### src/rtl/traffic_pkg.sv
// Shared light encodings, intersection state type and state-to-light decode.
// The PED_WALK state exists only when INTERSECTION_PED_EN is defined.
package traffic_pkg;

   localparam logic [2:0] RED    = 3'b100;
   localparam logic [2:0] YELLOW = 3'b010;
   localparam logic [2:0] GREEN  = 3'b001;
   localparam logic [2:0] OFF    = 3'b000;

   typedef enum logic [2:0] {
      NS_GREEN  = 3'd0,
      NS_YELLOW = 3'd1,
      AR_TO_EW  = 3'd2,
      EW_GREEN  = 3'd3,
      EW_YELLOW = 3'd4,
      AR_TO_NS  = 3'd5
`ifdef INTERSECTION_PED_EN
      ,
      PED_WALK  = 3'd6
`endif
   } isect_state_t;

   // Returns {ns_lights, ew_lights}; anything not a green/yellow state is all-red.
   function automatic logic [5:0] state_lights(input isect_state_t s);
      logic [5:0] l;
      case (s)
         NS_GREEN:  l = {GREEN, RED};
         NS_YELLOW: l = {YELLOW, RED};
         EW_GREEN:  l = {RED, GREEN};
         EW_YELLOW: l = {RED, YELLOW};
         default:   l = {RED, RED};
      endcase
      return l;
   endfunction

endpackage

### src/rtl/phase_timer.sv
// Per-phase cycle counter: synchronous clear, optional hold at the last count,
// and done flag when count == last (the phase limit minus one).
module phase_timer #(
   parameter int unsigned TW = 8
) (
   input  logic          clk,
   input  logic          reset,
   input  logic          clear,
   input  logic          sat,
   input  logic [TW-1:0] last,
   output logic [TW-1:0] count,
   output logic          done
);

   assign done = (count == last);

   always_ff @(posedge clk) begin
      if (reset || clear) begin
         count <= '0;
      end else if (!(sat && done)) begin
         count <= count + 1'b1;
      end
   end

endmodule

### src/rtl/intersection_ctrl.sv
// Two-approach intersection controller sharing right-of-way between NS and EW.
// Define INTERSECTION_PED_EN to add the pedestrian walk phase (ped_req/walk).
module intersection_ctrl
   import traffic_pkg::*;
#(
   parameter int unsigned GREEN_MIN = 10,
   parameter int unsigned GREEN_MAX = 30,
   parameter int unsigned YELLOW_T  = 4,
   parameter int unsigned ALLRED_T  = 2,
`ifdef INTERSECTION_PED_EN
   parameter int unsigned WALK_T    = 8,
`endif
   parameter int unsigned TW        = 8
) (
   input  logic       clk,
   input  logic       reset,
   input  logic       ns_sense,
   input  logic       ew_sense,
`ifdef INTERSECTION_PED_EN
   input  logic       ped_req,
   output logic       walk,
`endif
   output logic [2:0] ns_lights,
   output logic [2:0] ew_lights,
   output logic [2:0] phase
);

   localparam logic [TW-1:0] GMIN_LAST = TW'(GREEN_MIN - 1);
   localparam logic [TW-1:0] GMAX_LAST = TW'(GREEN_MAX - 1);
   localparam logic [TW-1:0] YEL_LAST  = TW'(YELLOW_T - 1);
   localparam logic [TW-1:0] AR_LAST   = TW'(ALLRED_T - 1);
`ifdef INTERSECTION_PED_EN
   localparam logic [TW-1:0] WALK_LAST = TW'(WALK_T - 1);
`endif

   isect_state_t  state_q, state_d;
   logic          ns_req, ew_req;
   logic          ns_dem, ew_dem;
   logic          ped_pend;
   logic [TW-1:0] timer, last;
   logic          done, sat, state_chg;

`ifdef INTERSECTION_PED_EN
   logic ped_q;
   logic walk_to_ew;
   assign ped_pend = ped_q;
`else
   assign ped_pend = 1'b0;
`endif

   // A pending pedestrian counts as opposing demand for either green.
   assign ns_dem = ns_req | ped_pend;
   assign ew_dem = ew_req | ped_pend;

   assign sat       = (state_q == NS_GREEN) || (state_q == EW_GREEN);
   assign state_chg = (state_d != state_q);
   assign phase     = state_q;

   always_comb begin
      case (state_q)
         NS_GREEN, EW_GREEN:  last = GMAX_LAST;
         NS_YELLOW, EW_YELLOW: last = YEL_LAST;
`ifdef INTERSECTION_PED_EN
         PED_WALK:            last = WALK_LAST;
`endif
         default:             last = AR_LAST;
      endcase
   end

   phase_timer #(
      .TW(TW)
   ) u_timer (
      .clk  (clk),
      .reset(reset),
      .clear(state_chg),
      .sat  (sat),
      .last (last),
      .count(timer),
      .done (done)
   );

   always_comb begin
      state_d = state_q;
      case (state_q)
         NS_GREEN:
            if (ew_dem && (timer >= GMIN_LAST) && (!ns_sense || (timer == GMAX_LAST)))
               state_d = NS_YELLOW;
         NS_YELLOW:
            if (done) state_d = AR_TO_EW;
         AR_TO_EW:
            if (done) state_d = ped_pend ? isect_state_t'(3'd6) : EW_GREEN;
         EW_GREEN:
            if (ns_dem && (timer >= GMIN_LAST) && (!ew_sense || (timer == GMAX_LAST)))
               state_d = EW_YELLOW;
         EW_YELLOW:
            if (done) state_d = AR_TO_NS;
         AR_TO_NS:
            if (done) state_d = ped_pend ? isect_state_t'(3'd6) : NS_GREEN;
`ifdef INTERSECTION_PED_EN
         PED_WALK:
            if (done) state_d = walk_to_ew ? EW_GREEN : NS_GREEN;
`endif
         default:
            state_d = NS_GREEN;
      endcase
   end

   always_ff @(posedge clk) begin
      if (reset) begin
         state_q   <= NS_GREEN;
         ns_req    <= 1'b0;
         ew_req    <= 1'b0;
         ns_lights <= GREEN;
         ew_lights <= RED;
`ifdef INTERSECTION_PED_EN
         ped_q      <= 1'b0;
         walk       <= 1'b0;
         walk_to_ew <= 1'b0;
`endif
      end else begin
         state_q                <= state_d;
         {ns_lights, ew_lights} <= state_lights(state_d);
         // Clearing on green entry takes priority over a same-cycle sensor set.
         if (state_d == NS_GREEN && state_q != NS_GREEN) ns_req <= 1'b0;
         else if (ns_sense && state_q != NS_GREEN)       ns_req <= 1'b1;
         if (state_d == EW_GREEN && state_q != EW_GREEN) ew_req <= 1'b0;
         else if (ew_sense && state_q != EW_GREEN)       ew_req <= 1'b1;
`ifdef INTERSECTION_PED_EN
         if (state_d == PED_WALK && state_q != PED_WALK) ped_q <= 1'b0;
         else if (ped_req)                               ped_q <= 1'b1;
         walk <= (state_d == PED_WALK);
         // Remember which green the walk phase displaced.
         if (state_q == AR_TO_EW)      walk_to_ew <= 1'b1;
         else if (state_q == AR_TO_NS) walk_to_ew <= 1'b0;
`endif
      end
   end

endmodule
### config.mk
export PLATFORM = sky130hd
export DESIGN_NAME = intersection_ctrl
export DESIGN_NICKNAME = d
export VERILOG_FILES = /design/src/rtl/traffic_pkg.sv /design/src/rtl/phase_timer.sv /design/src/rtl/intersection_ctrl.sv
export SDC_FILE = /design/constraint.sdc
export NUM_CORES = 1
export LEC_CHECK = 0
export CAP_MARGIN = 20
export CELL_PAD_IN_SITES_DETAIL_PLACEMENT = 0
export CELL_PAD_IN_SITES_GLOBAL_PLACEMENT = 1
export CORE_UTILIZATION = 43
export DETAILED_ROUTE_END_ITERATION = 7
export HOLD_SLACK_MARGIN = 0.06
export PLACE_DENSITY = 0.86
export SETUP_SLACK_MARGIN = 0.15
export SLEW_MARGIN = 20
export SYNTH_ARGS = -nofsm -noshare
export SYNTH_HDL_FRONTEND = slang
export SYNTH_SLANG_ARGS = --single-unit
### constraint.sdc
create_clock -name clk -period 4.6 [get_ports clk]
set_input_delay 0.46 -clock clk [delete_from_list [all_inputs] [get_ports clk]]
set_output_delay 0.46 -clock clk [all_outputs]
set_load 0.02 [all_outputs]
## Word-level counts from Yosys, hierarchy flattened

Index checks and enable logic that the tools add are counted.

- Magnitude comparators: 1
- Add/sub/neg operators: 1
- Reductions and logical operators: 22
- Eq/ne operators: 12
- Multiplexer cells: 9

Operators by type and width:

| cell | count |
|---|---|
| $pmux W6 S4 | 1 |
| $mux W3 | 6 |
| $pmux W3 S6 | 1 |
| $pmux W5 S2 | 1 |
| $eq A3 B2 Y1 const B | 3 |
| $eq A3 B3 Y1 const B | 3 |
| $logic_and A1 B1 Y1 | 9 |
| $add A8 B1 Y8 const B | 1 |
| $eq A8 B5 Y1 | 1 |
| $eq A8 B5 Y1 const B | 1 |
| $ge A8 B4 Y1 const B | 1 |
| $reduce_or A2 Y1 | 4 |
| $eq A3 B1 Y1 const B | 2 |
| $logic_not A3 Y1 | 2 |
| $logic_or A1 B1 Y1 | 4 |
| $ne A3 B2 Y1 const B | 1 |
| $ne A3 B3 Y1 | 1 |
| $reduce_bool A3 Y1 | 1 |
| $logic_not A1 Y1 | 2 |

- Logic and storage cells: 51
- Bits in registers: 19
- Output and inout port bits: 9
- Input port bits: 4

## Longest topological paths before layout

Gate-level depths: netlist of the first run.

- Word-level depth: 9
- Depth in mapped cells: 8

## Cells and area by module

From an unflattened synthesis of the first run, not the netlist that was laid out.

- Cells, all modules: 154
- Area, all modules: 1,331.3 µm²

By module, submodules not included:

| module | times used | area each (µm²) | cells an instance |
|---|---|---|---|
| phase_timer | 1 | 735.7 | 85 |
| intersection_ctrl | 1 | 595.6 | 69 |

## Worst setup path after synthesis of the first run

No wires, ideal clock.

- Path kind: reg2reg
- From: register state_q[1] (netlist: phase[1])
- To: register state_q[0] (netlist: phase[0])
- Buffers on the path: 1
- Library setup time: 127 ps
- Arrival: 1,939 ps
- Path slack: 2,533 ps
- Period minus slack after synthesis: 2,067 ps
- Cell stages (with the launch flop): 8
- Path through: dfxtp_1 clkbuf_1 xor2_1 or4_4 a2bb2oi_4 mux2i_1 o211ai_2 nor2b_1

- Cells in the longest elaborated chain, start to end: 6

RTL lines:

| element | line | source |
|---|---|---|
| start: declaration | intersection_ctrl.sv:36 | `isect_state_t state_q, state_d;` |
| start signal: assignment | intersection_ctrl.sv:121 | `state_q <= state_d;` |
| $eq A3 B3 Y1, or another cell as far along | intersection_ctrl.sv:60, intersection_ctrl.sv:84 |  |
| $reduce_or A2 Y1 | intersection_ctrl.sv:60 | `case (state_q)` |
| $pmux W5 S2 | intersection_ctrl.sv:60 |  |
| $eq A8 B5 Y1 | phase_timer.sv:15 | `assign done = (count == last);` |
| $mux W3, on equally long branches | n/a |  |
| $pmux W3 S6 (*) | intersection_ctrl.sv:84 | `case (state_q)` |

Mark *: on every way between the ends. The rest lies on a longest branch, timed or not.
A chain may end at the register's enable or synchronous reset.

## Worst setup path in the final report of the first run

- From: register state_q[1] (netlist: phase[1])
- To: register ns_lights[1]

- Cells in the longest elaborated chain, start to end: 8

RTL lines:

| element | line | source |
|---|---|---|
| $eq A3 B3 Y1, or another cell as far along | intersection_ctrl.sv:60, intersection_ctrl.sv:84 |  |
| $reduce_or A2 Y1 | intersection_ctrl.sv:60 |  |
| $pmux W5 S2 | intersection_ctrl.sv:60 |  |
| $eq A8 B5 Y1 | phase_timer.sv:15 |  |
| $mux W3, on equally long branches | n/a |  |
| $pmux W3 S6 (*) | intersection_ctrl.sv:84 |  |
| $eq A3 B3 Y1, or another cell as far along | traffic_pkg.sv:26 | `case (s)` |
| $pmux W6 S4 (*) | traffic_pkg.sv:26 |  |
| end signal: assignment | intersection_ctrl.sv:122 | `{ns_lights, ew_lights} <= state_lights(state_d);` |
| end: declaration | intersection_ctrl.sv:23 | `output logic [2:0] ns_lights,` |

Marked as above.

==> results of run 1 <==
-- layer usage --
metal  track usage  vias to the layer above
met5             0                        -
met4        0.0676                        0
met3        0.0351                        6
met2         0.303                       33
met1         0.299                      429
li1              -                      463
-- how the worst min path moves through the flow --
stage	start	to	slack (ns)	cells past startpoint
3_3_place_gp	ew_dem	ew_dem	0.52	2
5_1_grt	ew_dem	ew_dem	0.58	2
3_5_place_dp	ns_dem	ns_dem	0.52	2
2_1_floorplan	ew_dem	ew_dem	0.48	2
4_1_cts	ns_dem	ns_dem	0.54	2
6_report	ns_dem	ns_dem	0.54	2
-- sequential cells by signal, summed over array words and instances, names as in the netlist --
signal and count:
ns_dem 1, ns_lights 3, phase 3, u_timer.count 8, ew_dem 1, ew_lights 3
-- cells by family (layout without fill, tap and decap cells) --
logic type | after synthesis | count (layout) | synth area share
buf+inv | 10 | 21 | 0.0376
compound gates | 26 | 26 | 0.219
flops | 19 | 19 | 0.358
simple gates | 55 | 55 | 0.266
mux | 2 | 2 | 0.0188
xor+xnor | 8 | 8 | 0.0659
fa+ha+maj | 3 | 3 | 0.0353
-- final cells by class --
cell class                 instances  share of cell area
clock buffer                       3              0.0184
clock inverter                     1             0.00409
inverter                           5              0.0153
multi-input combinational         94               0.525
sequential                        19               0.311
tap                               28              0.0286
timing repair buffer              12              0.0981
-- power by group --
part	total (uW)	internal (uW)	switching [uW]
sequential	171	167	3.94
clock	83.8	32.4	51.4
combinational	21.9	10.4	11.5
-- worst reg2reg max path: cells and delay by family (launching register included) --
kind	cells	cell delay, ns
flops	1	0.74
simple gates	2	0.19
compound gates	3	1.14
xor+xnor	1	0.18
-- stage by stage --
step,power (uW),instances,worst slack (ns),hold WS (ns),util
after floorplan,189,123,2.53,0.484,-
after global placement,196,158,2.27,0.519,0.526
after detailed placement,197,158,2.29,0.517,0.526
after CTS,281,162,2.27,0.538,0.538
after global routing,293,162,2.02,0.581,0.538
final,277,162,2.23,0.538,0.538
-- cell usage in the layout (no fill, tap or decap), types with 2 or more instances in the layout --
cell             count
nor2b_1              2
o21ai_1              4
xor2_1               6
nor2_1              12
xnor2_1              2
a21oi_1              5
nor3_1              12
nand2_1             10
nand3_1              9
clkdlybuf4s50_1     12
clkbuf_4             3
mux2i_1              2
nand2b_1             2
ha_1                 3
inv_1                5
and3_1               2
dfxtp_1             19
o2111ai_1            2
==> flow_summary.yaml, run 1 <==
status:
  status: "finished, final reports clean"
floorplanning:
  die_w_um: 51.7
  fp.dieH_um: 51.7
  core_area_um2: 2280
  start_util: 0.467
  ios: 13
  rows: 17
  dieArea_um2: 2680
worst_setup_path:
  endpoint_kind: "register"
  cp.required_ns: 4.76
  crit_path_top_delay_cell: "dfxtp_1"
  cp-startpoint: "phase[1]"
  rr_startpoint: "phase[1]"
  cp-endpoint: "ns_lights[1]"
  worstRegToRegCells: 6
  crit_chain: "xor2_1 -> o2111ai_1 -> nand2_1 -> o21ai_1 -> nand2_1 -> a2111oi_0"
  path_class: "reg2reg"
  cp_common_cell: "nand2_1"
  r2r_slack_ns: 2.23
  path_depth: 6
  cp_top_family: "compound AO/OA/AOI/OAI gates"
  critPathLaunchType: "register"
  crit_fanout: 17
  max_stage_delay_ns: 0.74
  rr_endpoint: "ns_lights[1]"
  path_buf_inv: 0
  crit_arrival_ns: 2.53
drt:
  wl_met3_um: 138
  drt-met1-wl_um: 1130
  via_per_inst: 5.75
  antenna_left: 0
  top_layer: "met4"
  num_vias: 931
  drt-initial-drc-count: 29
  dr.pass1.iters: 4
  wire_per_inst_um: 14.1
  wl_met2_um: 987
  drc: 0
  drt-total-wl_um: 2290
cts:
  clock-root-buffer: "clkbuf_4"
  cts.sinks: 19
  clk_pin_slew_ns: 0.10
  cts_buffers: 3
  holdBufCountCts: 0
  postCtsSetupRepairBufs: 0
  clock_latency_ns: 0.30
  cts-htree-levels: 1
  cts_tree: "yes"
  cts.path.max_buffers: 2
  cts_resized: 0
cells_and_area:
  multiInputGateArea_um2: 643
  nets: 142
  fin_area_um2: 1220
  fillers: 216
  area_delta_synth_final_pct: 15.2
  seqCellArea_um2: 380
  drive_gt1_frac: 0.0821
  n_antenna_cell: 0
grt:
  antenna_found_initial: 0
  grt_pass1_vias: 868
  grt_max_degree: 18
  grtUsageTotal: 0.205
  grt_pass1_wl_um: 4060
  grt_remaining_overflow: 0
place:
  portBuffers: 12
  hpwl_um: 1700
  place_area_um2: 1200
  gp_congestion: 0.866
logic_synthesis:
  synth_edf_count: 0
  synth_top_cell_area_share: 0.358
  netlist_top_cells_count: "dfxtp_1 (19), nor2_1 (12), nor3_1 (12)"
  yosys.area.top_type: "dfxtp_1"
  syn_inst: 123
  synth_area_um2: 1060
  synth_top_flop_cell: "dfxtp_1"
  synth.distinct_cells: 40
  synth_nets: 130
  ys_seq_area_frac: 0.358
  synth.most_common_cell: "dfxtp_1"
  ys_ff_latch: 19
  synth_area_leaders: "dfxtp_1 (36%), nor3_1 (5.6%), xor2_1 (4.9%), nand3_1 (4.2%), nor2_1 (4.2%)"
  postSynthAreaPerCell_um2: 8.65
  yosys_warnings: 0
  ys_async_sr_fraction: 0
timing:
  finalMaxSlewViolations: 0
  period_share: 0.516
  maxSlewHeadroom: 0.579
  finalSetupViolCount: 0
  period_minus_slack_ns: 2.37
  fin_worst_skew_ns: 0.00253
  hold_viol_final: 0
  fmax_mhz: 421
  rsz0062_at_grt: "no"
  worst_slew_pin_slew_ns: 0.631
  tns_ns: 0
flow_run:
  max-cap-violations: 0
power_and_ir_drop:
  p_per_area_nw_per_um2: 226
  irDropWorstVdd_mv: 0.154
  p_leak_uw: 0.000430
hold_path:
  hold_class: "reg2reg"
No activity file was read; power rests on OpenSTA's default activity.
==> run 2: changes to the inputs <==
- CORE_UTILIZATION: 43 -> 36
- PLACE_DENSITY: 0.86 -> 0.78
- clock period: 4.6 -> 2.04 ns (I/O delays scaled with it)
==> run 2 against run 1 <==
The flow now finishes with violations (setup timing). Setup slack worse by 2.3 ns. Register-to-register slack worse by 2.3 ns. Flip-flop and latch count unchanged. Final cell count up 15%. Routed wire length up 17%. Via count up 9.8%. Critical path depth up 1. Critical endpoint is now phase[0].
==> flow_summary.yaml, run 2 (synthesis results as in run 1) <==
status:
  status: "finished with violations"
  violations: "setup timing"
timing:
  fin_worst_skew_ns: 0.00101
  rsz0062_at_grt: "yes"
  layout_setup_ws_ns: -0.0692
  worst_slew_pin_slew_ns: 0.484
  finalSetupViolCount: 14
  hold_viol_final: 0
  maxSlewHeadroom: 0.675
  period_minus_slack_ns: 2.11
  finalMaxSlewViolations: 0
  fmax_mhz: 474
  period_share: 1.03
drt:
  wire_per_inst_um: 14.3
  drt-initial-drc-count: 27
  via_per_inst: 5.47
  drc: 0
  drt-total-wl_um: 2680
  num_vias: 1022
  dr.pass1.iters: 6
  antenna_left: 0
cts:
  cts.path.max_buffers: 2
  cts_tree: "yes"
  clk_pin_slew_ns: 0.12
  clock_latency_ns: 0.31
  cts_buffers: 3
  cts-htree-levels: 1
  holdBufCountCts: 0
  clock-root-buffer: "clkbuf_4"
  cts.sinks: 19
grt:
  grt_pass1_vias: 1012
  grt_remaining_overflow: 0
  grt_pass1_wl_um: 4520
  grt_max_degree: 17
  antenna_found_initial: 0
  grtUsageTotal: 0.186
power_and_ir_drop:
  p_sw_uw: 173
  switching_share: 0.261
  pwr-share-seq: 0.576
  irDropWorstVdd_mv: 0.507
  intPower_uw: 490
  combPwrFrac: 0.115
  p_per_area_nw_per_um2: 445
  clockPowerShare: 0.309
  p_leak_uw: 0.000568
place:
  gp_congestion: 0.833
  hpwl_um: 1890
  preCtsSetupSlack_ns: -0.0463
  place_area_um2: 1350
  portBuffers: 12
worst_setup_path:
  path_depth: 7
  rr_endpoint: "phase[0]"
  path_class: "reg2reg"
  crit_fanout: 3
  cp-startpoint: "u_timer.count[5]"
  crit_arrival_ns: 2.36
  critPathLaunchType: "register"
  cp-endpoint: "phase[0]"
  cp.required_ns: 2.30
  crit_path_top_delay_cell: "or4b_1"
  worstRegToRegCells: 7
  cp_top_family: "simple AND/OR/NAND/NOR gates"
  endpoint_kind: "register"
  max_stage_delay_ns: 0.50
  r2r_slack_ns: -0.07
  rr_startpoint: "u_timer.count[5]"
  crit_chain: "or4b_1 -> or4_4 -> a2bb2oi_4 -> buf_4 -> o21ai_1 -> o211ai_2 -> nor2b_1"
  path_buf_inv: 1
cells_and_area:
  final_cell_mix: "buf_4 (21), dfxtp_1 (18), nor2_1 (12), clkdlybuf4s50_1 (12)"
  drive_gt1_frac: 0.301
  fin_area_um2: 1490
  final_common_cell: "buf_4"
  nets: 164
  largest_reg_flops: 8
  area_delta_synth_final_pct: 39.9
  n_antenna_cell: 0
  top_register: "u_timer.count"
floorplanning:
  dieArea_um2: 3180
  rows: 19
  start_util: 0.382
  core_area_um2: 2780
  fp.dieH_um: 56.4
  ios: 13
  die_w_um: 56.4
flow_run:
  max-cap-violations: 0
hold_path:
  min_from: "ns_sense"
  hold_class: "in2reg"
-- run 2: final cells by class --
class	count	area, um2
Timing Repair Buffer	34	289
Clock inverter	1	7.51
Fill cell	251	1290
Inverter	5	18.8
Multi-Input combinational cell	94	729
Sequential cell	19	382
Clock buffer	3	22.5
Tap cell	31	38.8
-- run 2: repair_timing --
action,CTS,global route
pin swaps,4,3
resized for setup,13,4
buffers inserted,3,0
endpoints found under the setup margin,18,19
-- run 2: how the worst min path moves through the flow --
stage	end	slack, ns	cells past startpoint
global placement	ns_dem	0.51	2
floorplan	phase[1]	0.27	1
CTS	ns_dem	0.54	3
global route	ns_dem	0.54	3
finish	ns_dem	0.55	3
detailed placement	ns_dem	0.53	2
-- run 2: per-stage QoR --
stage	instances	utilization	power [uW]	setup TNS [ns]	hold slack (ns)
floorplan	123	-	427	-0.0152	0.268
global placement	180	0.484	455	-0.0766	0.515
detailed placement	180	0.484	457	-0.0928	0.530
CTS	187	0.528	671	-0.121	0.539
global route	187	0.535	698	-1.76	0.544
finish	187	0.535	663	-0.286	0.551
-- run 2: tightest hold or removal path, cell delays in order --
cell and delay, ns:
clkdlybuf4s50_1 0.43, a21oi_1 0.14, nor3_1 0.05
-- run 2: power groups by stage --
stage / Sequential [uW] / Clock [uW] / Combinational, uW
2_1_floorplan: 392 / 0 / 34.6
3_3_place_gp: 390 / 0 / 65.5
3_5_place_dp: 390 / 0 / 67.2
4_1_cts: 381 / 217 / 73.1
5_1_grt: 382 / 232 / 83.6
6_report: 381 / 205 / 76.4
-- run 2: routing by layer --
layer / up-vias / routed length [um] / GRT usage
li1: 505 / - / -
met2: 25 / 1260 / 0.296
met5: - / 0 / 0
met4: 0 / 62 / 0.0836
met3: 9 / 114 / 0.0622
met1: 483 / 1240 / 0.226
==> run 3: changes to the inputs <==
- PLACE_DENSITY: 0.78 -> 0.69
==> run 3 against run 2 <==
The flow still finishes with violations (setup timing). First-iteration DRC count decreased by 7.4%. Global-route usage increased by 0.80 points. Power increased by 0.62%. Clock skew increased by 0.0096 ns. Sequential power about the same. Hold slack got worse by 0.0081 ns. Sequential share of layout area decreased by 0.75 points. Routed wire length increased by 8.7%. Register-to-register slack got worse by 0.03 ns. Critical endpoint unchanged. Largest power group unchanged.
==> flow_summary.yaml, run 3 (synthesis results as in run 1) <==
status:
  status: "finished with violations"
  violations: "setup timing"
timing:
  finalSetupViolCount: 12
  fmax_mhz: 468
  fin_worst_skew_ns: 0.0106
  period_share: 1.05
  finalMaxSlewViolations: 0
  worst_slew_pin_slew_ns: 0.497
  period_minus_slack_ns: 2.14
  maxSlewHeadroom: 0.666
  hold_viol_final: 0
  hold_ws_ns: 0.543
  layout_setup_ws_ns: -0.0959
  rsz0062_at_grt: "yes"
cells_and_area:
  n_antenna_cell: 0
  fin_util: 0.551
  area_delta_synth_final_pct: 44.1
  final_common_cell: "buf_4"
  fin_area_um2: 1530
  final_cell_mix: "buf_4 (19), dfxtp_1 (18), clkdlybuf4s50_1 (12)"
  final_cells: 187
  largest_reg_flops: 8
  top_register: "u_timer.count"
  drive_gt1_frac: 0.353
  nets: 164
drt:
  wire_per_inst_um: 15.6
  via_per_inst: 5.59
  dr.pass1.iters: 4
  antenna_left: 0
  drt-initial-drc-count: 25
  drc: 0
  num_vias: 1045
  drt-total-wl_um: 2920
power_and_ir_drop:
  irDropWorstVdd_mv: 0.304
  p_per_area_nw_per_um2: 435
  p_sw_uw: 175
  switching_share: 0.263
  p_leak_uw: 0.000574
  pwr-share-seq: 0.572
  clockPowerShare: 0.303
  combPwrFrac: 0.125
  intPower_uw: 491
place:
  dp.cells: 180
  hpwl_um: 2010
  gp_congestion: 0.822
  portBuffers: 12
  place_area_um2: 1350
floorplanning:
  rows: 19
  ios: 13
  start_util: 0.382
  dieArea_um2: 3180
  core_area_um2: 2780
  die_w_um: 56.4
  fp.dieH_um: 56.4
grt:
  grt_pass1_vias: 994
  antenna_found_initial: 0
  grtUsageTotal: 0.194
  grt_max_degree: 17
  grt_remaining_overflow: 0
  grt_pass1_wl_um: 4780
cts:
  clk_pin_slew_ns: 0.12
  cts_tree: "yes"
  cts-htree-levels: 1
  holdBufCountCts: 0
  clock-root-buffer: "clkbuf_4"
  cts_buffers: 3
  clock_latency_ns: 0.31
  cts.sinks: 19
  cts.path.max_buffers: 2
worst_setup_path:
  endpoint_kind: "register"
  crit_fanout: 3
  cp.required_ns: 2.26
  path_class: "reg2reg"
  crit_arrival_ns: 2.35
  critPathLaunchType: "register"
hold_path:
  hold_class: "in2reg"
flow_run:
  max-cap-violations: 0
## run 3: cell types whose count changed in the layout (fill, tap and decap cells not counted), sizes merged
cell      change
clkinvlp      -1
clkinv        +1
## run 3: final cells by class
cell class	instances	area, um2
fill	250	1250
multi-input combinational	94	769
sequential	19	382
timing repair buffer	34	297
tap	31	38.8
clock buffer	3	22.5
inverter	5	18.8
clock inverter	1	5.00
## run 3: power by group through the flow
stage | logic [uW] | clock network, uW | registers [uW]
floorplan | 34.6 | 0 | 392
global placement | 69.7 | 0 | 389
detailed placement | 70.0 | 0 | 389
CTS | 76.2 | 207 | 381
global route | 89.6 | 223 | 383
finish | 83.2 | 202 | 381
## run 3: repair_timing
| action | CTS | global route |
|---|---|---|
| setup endpoints to repair | 19 | 19 |
| pin swaps | 4 | 13 |
| cloned | 0 | 0 |
| resized for setup | 12 | 17 |
| setup buffers | 2 | 1 |
## run 3: per-layer routing
metal	GRT usage	up-vias	share of wire
met5	0	-	0
met4	0.0627	0	0.013
met3	0.0207	5	0.022
li1	-	509	-
met1	0.249	514	0.47
met2	0.338	17	0.50
## run 3: metrics by stage
step	total power, uW	setup TNS, ns	setup slack, ns
6_report	667	-0.485	-0.0959
3_5_place_dp	459	-0.386	-0.0663
4_1_cts	665	-0.665	-0.0785
5_1_grt	695	-1.52	-0.150
2_1_floorplan	427	-0.0152	-0.0152
3_3_place_gp	459	-0.187	-0.0745
## run 3: critical path: stages (launching register included)
cell and delay [ns]:
dfxtp_2 0.34, or4b_1 0.52, or4_4 0.47, a2bb2oi_4 0.19, mux2i_1 0.24, o211ai_2 0.14, nor2b_1 0.15
## run 3: final timing paths
| kind | startpoint | endpoint | slack [ns] | cells past startpoint |
|---|---|---|---|---|
| max | u_timer.count[5] | phase[0] | -0.1 | 6 |
| min | ns_sense | ns_dem | 0.54 | 3 |
| max reg2reg | u_timer.count[5] | phase[0] | -0.1 | 6 |
| min reg2reg | ns_dem | ns_dem | 0.56 | 2 |
